## src/rtl/ifu_fetch.sv

```systemverilog
// Instruction-fetch stage: program counter, next-PC selection with delayed-branch
// semantics, instruction-window legality check and the IF/ID pipeline register.
module ifu_fetch #(
    parameter logic [31:0] RESET_PC = 32'h0000_3000,
    parameter int unsigned IM_WORDS = 4096
) (
    input  logic        clk,
    input  logic        reset,
    input  logic        stall,
    input  logic [1:0]  npc_sel,
    input  logic [31:0] jr_addr,
    input  logic [31:0] im_data,
    output logic [31:0] pc_f,
    output logic [31:0] instr_d,
    output logic [31:0] pc_d,
    output logic [31:0] pc8_d,
    output logic        fetch_err_d,
    output logic [31:0] fetch_cnt
);

    localparam logic [31:0] LAST_PC = RESET_PC + (32'(IM_WORDS) << 2) - 32'd4;

    localparam logic [1:0] SEL_SEQ    = 2'b00;
    localparam logic [1:0] SEL_BRANCH = 2'b01;
    localparam logic [1:0] SEL_JUMP   = 2'b10;
    localparam logic [1:0] SEL_JR     = 2'b11;

    logic [31:0] pc_plus4;
    logic [31:0] branch_target;
    logic [31:0] jump_target;
    logic [31:0] npc;
    logic        fetch_legal;

    // Branch and jump targets are relative to the instruction sitting in D;
    // F is already on the delay slot, so the redirect lands one fetch later.
    assign pc_plus4      = pc_f + 32'd4;
    assign branch_target = pc_d + 32'd4 + {{14{instr_d[15]}}, instr_d[15:0], 2'b00};
    assign jump_target   = {pc_d[31:28], instr_d[25:0], 2'b00};

    always_comb begin
        npc = pc_plus4;
        case (npc_sel)
            SEL_SEQ:    npc = pc_plus4;
            SEL_BRANCH: npc = branch_target;
            SEL_JUMP:   npc = jump_target;
            SEL_JR:     npc = jr_addr;
            default:    npc = pc_plus4;
        endcase
    end

    assign fetch_legal = (pc_f[1:0] == 2'b00) && (pc_f >= RESET_PC) && (pc_f <= LAST_PC);

    always_ff @(posedge clk or posedge reset) begin
        if (reset) begin
            pc_f        <= RESET_PC;
            instr_d     <= 32'h0;
            pc_d        <= RESET_PC;
            fetch_err_d <= 1'b0;
            fetch_cnt   <= 32'h0;
        end else if (!stall) begin
            pc_f        <= npc;
            pc_d        <= pc_f;
            // Out-of-window fetches become a nop tagged with the error flag.
            instr_d     <= fetch_legal ? im_data : 32'h0;
            fetch_err_d <= !fetch_legal;
            fetch_cnt   <= fetch_cnt + 32'd1;
        end
    end

    assign pc8_d = pc_d + 32'd8;

endmodule
```

## config.mk

```make
export PLATFORM = sky130hd
export DESIGN_NAME = ifu_fetch
export DESIGN_NICKNAME = d
export VERILOG_FILES = /design/src/rtl/ifu_fetch.sv
export SDC_FILE = /design/constraint.sdc
export NUM_CORES = 1
export LEC_CHECK = 0
export BUFFER_PORTS_ARGS = -buffer_cell sky130_fd_sc_hd__buf_2
export CAP_MARGIN = 20
export CORE_MARGIN = 4
export CORE_UTILIZATION = 50
export CTS_CLUSTER_DIAMETER = 50
export CTS_CLUSTER_SIZE = 28
export DETAILED_ROUTE_END_ITERATION = 10
export GPL_ROUTABILITY_DRIVEN = 0
export PLACE_DENSITY = 0.86
export SLEW_MARGIN = 5
export SYNTH_ARGS = -nofsm -noshare
export SYNTH_HDL_FRONTEND = slang
export SYNTH_SLANG_ARGS = --single-unit
```

## constraint.sdc

```tcl
create_clock -name clk -period 5.1 [get_ports clk]
set_clock_uncertainty 0.1 [all_clocks]
set_input_delay 1.02 -clock clk [delete_from_list [all_inputs] [get_ports clk]]
set_output_delay 1.02 -clock clk [all_outputs]
set_load 0.03 [all_outputs]
```

==> impl_metrics.tcl <==
set metrics [dict create \
    synthFlopType "dfrtp_1" \
    design_area_sq_um 10460 \
    portBuffers 229 \
    cts_resized 0 \
    outcome "finished clean" \
    h-tree-depth 4 \
    yosysSeqAreaShare_pct 37.88 \
    rows 47 \
    fin_tns_setup_ns 0 \
    initial_utilization_pct 51.28 \
    clock-sinks 129 \
    drtIter0Drc 609 \
    dieWidth_um 138.6 \
    synth_edf_count 0 \
    cts_tree "built" \
    post_cts_buffers 0 \
    io_pins 230 \
    clkTransAtPathRegs_ns 0.06 \
    arrival_ns 2.81 \
    worst_hold_slack_ns 0.3762 \
    reg2reg_depth 12 \
    drc 0 \
    total_power_mw 3.666 \
    timing.fmax_mhz 254.3 \
    slew_headroom_pct 30.71 \
    wirelength_mm 25.77 \
    drtPass1Iterations 6 \
    dp_hpwl_mm 18.87 \
    fin_nets 1223 \
    setup.worst_path.end_class "output port" \
    grt_remaining_overflow 0 \
    ys_types 66 \
    clk_latency_ns 0.42 \
    cellPowerDensity_nw_per_um2 350.5 \
    antenna_found_initial 0 \
    final_cell_mix "buf_2 (228), dfrtp_1 (125), nand2_1 (72), xnor2_1 (63), ha_1 (61)" \
    ys_ff_latch 129 \
    rsz0062_at_grt "false" \
    ctsHoldBuffers 0 \
    antenna_cells 0 \
    syn_area_per_cell_sq_um 9.676 \
    vias_per_cell 5.940 \
    crit_path_start_kind "register" \
    cts_buffer_depth 2 \
    track_usage_pct 26.28 \
    drive_gt1_share_pct 29.95 \
    grt_pass1_wl_mm 41.10 \
    cp.required_ns 3.98 \
    min_path_cells 1 \
    wl_per_cell_um 19.45 \
    drtAntennaViolNets 0 \
    finalMaxSlewViolations 0 \
    synth_area_sq_um 8534 \
    grt_max_degree 100 \
    grt_pass1_vias 7812 \
    vias 7871 \
    die_y_um 138.6 \
    hold_viol_final 0 \
    max_cap_violations 0 \
    path_max_fanout 7 \
    yosys_warnings 0 \
    cts_root_buf "clkbuf_16" \
    leakage_nw 5.246 \
    place_area_sq_um 9836 \
    fin_crit_sh_pct 77.12 \
    coreArea_sq_um 16640 \
    regToRegSetupSlack_ns 1.47 \
    cts_inserted_buffers 17 \
    synthArstFlopShare_pct 100.0 \
    setup_viol 0 \
    ir_worst_vdd_mv 0.2888 \
    fin_crit_ns 3.933 \
    syn_nets 1013 \
    area_growth_pct 22.53 \
    worstSetupPathType "register to output port" \
    mostFrequentLayoutCell "buf_2" \
    die_area_sq_um 19220 \
    worst_pin_slew_ns 1.039 \
    netlist_instances 882 \
    hold_path.class "register to register" \
]
==> worst max-delay path: stages, from the launching register on <==
cell,delay (ns)
dfrtp_1,0.46
and3_1,0.26
and3_1,0.26
and4_1,0.31
nand3_1,0.20
or2_2,0.39
nor2_1,0.15
xor2_1,0.16
buf_2,0.21
==> flip-flops by register name, indices dropped and copies added (netlist names) <==
signal       flops
fetch_cnt       32
instr_d         32
pc_d            32
pc_f            32
fetch_err_d      1
==> area by class of cell <==
| type | count | area, sq um |
|---|---|---|
| clock inverter | 14 | 155.1 |
| inverter | 31 | 118.9 |
| timing repair buffer | 237 | 1229 |
| tap | 220 | 275.3 |
| fill | 1369 | 6185 |
| clock buffer | 18 | 439.2 |
| sequential | 129 | 3233 |
| multi-input combinational | 676 | 5007 |
==> synth_stat cells, drive strengths merged, types with 8 or more instances <==
cell type | instances | area [sq um]
a31oi | 14 | 87.58
a22o | 32 | 280.3
xnor2 | 63 | 551.8
and2 | 8 | 50.05
mux4 | 9 | 202.7
and3 | 22 | 137.6
a21o | 11 | 82.58
dfrtp | 125 | 3128
clkbuf | 29 | 108.9
mux2i | 16 | 160.2
nor2 | 56 | 212.7
o21ai | 58 | 297.8
inv | 30 | 112.6
nand4 | 22 | 137.6
buf | 17 | 83.83
ha | 61 | 763.2
xor2 | 25 | 219.0
mux2 | 33 | 371.6
nand3 | 33 | 165.2
nand2 | 72 | 270.3
a21oi | 44 | 224.0
nand2b | 10 | 62.56
==> report_power, final <==
part | leakage, nW | switching [mW] | internal, mW
Combinational | 3.31 | 0.716 | 0.377
Sequential | 1.66 | 0.197 | 1.14
Clock | 0.276 | 0.495 | 0.739
==> cell families after synthesis <==
| kind of cell | count (synthesis) | share of synthesized area, % |
|---|---|---|
| multiplexers | 58 | 8.606 |
| flip-flops | 129 | 37.88 |
| AO/OA/AOI/OAI | 213 | 16.96 |
| XOR/XNOR | 88 | 9.031 |
| adder cells (fa/ha/maj) | 62 | 9.178 |
| AND/OR/NAND/NOR | 255 | 14.72 |
| buffers and inverters | 77 | 3.621 |
==> final timing paths <==
kind / to / start
min reg2reg: fetch_cnt[31] / fetch_cnt[31]
min in group asynchronous: instr_d[21] / reset
max: pc8_d[28] / pc_d[9]
max in group asynchronous: pc_d[12] / reset
max reg2reg: pc_f[31] / instr_d[15]
min: fetch_cnt[31] / fetch_cnt[31]
==> routing by layer <==
metal | global-route usage, % | up-vias | share of wire [%]
met3 | 5.552 | 67 | 7.5
met2 | 43.50 | 367 | 49
met4 | 10.81 | 0 | 3.4
li1 | - | 3646 | -
met5 | 0 | - | 0
met1 | 33.73 | 3791 | 40
==> per-stage QoR <==
step	worst slack (ns)	util, %	instances
5_1_grt	0.9777	62.84	1325
3_5_place_dp	1.521	59.10	1292
6_report	1.167	62.84	1325
4_1_cts	1.188	62.67	1324
3_3_place_gp	1.592	59.10	1292
2_1_floorplan	0.5456	-	882
No activity file was read; power rests on OpenSTA's default activity.
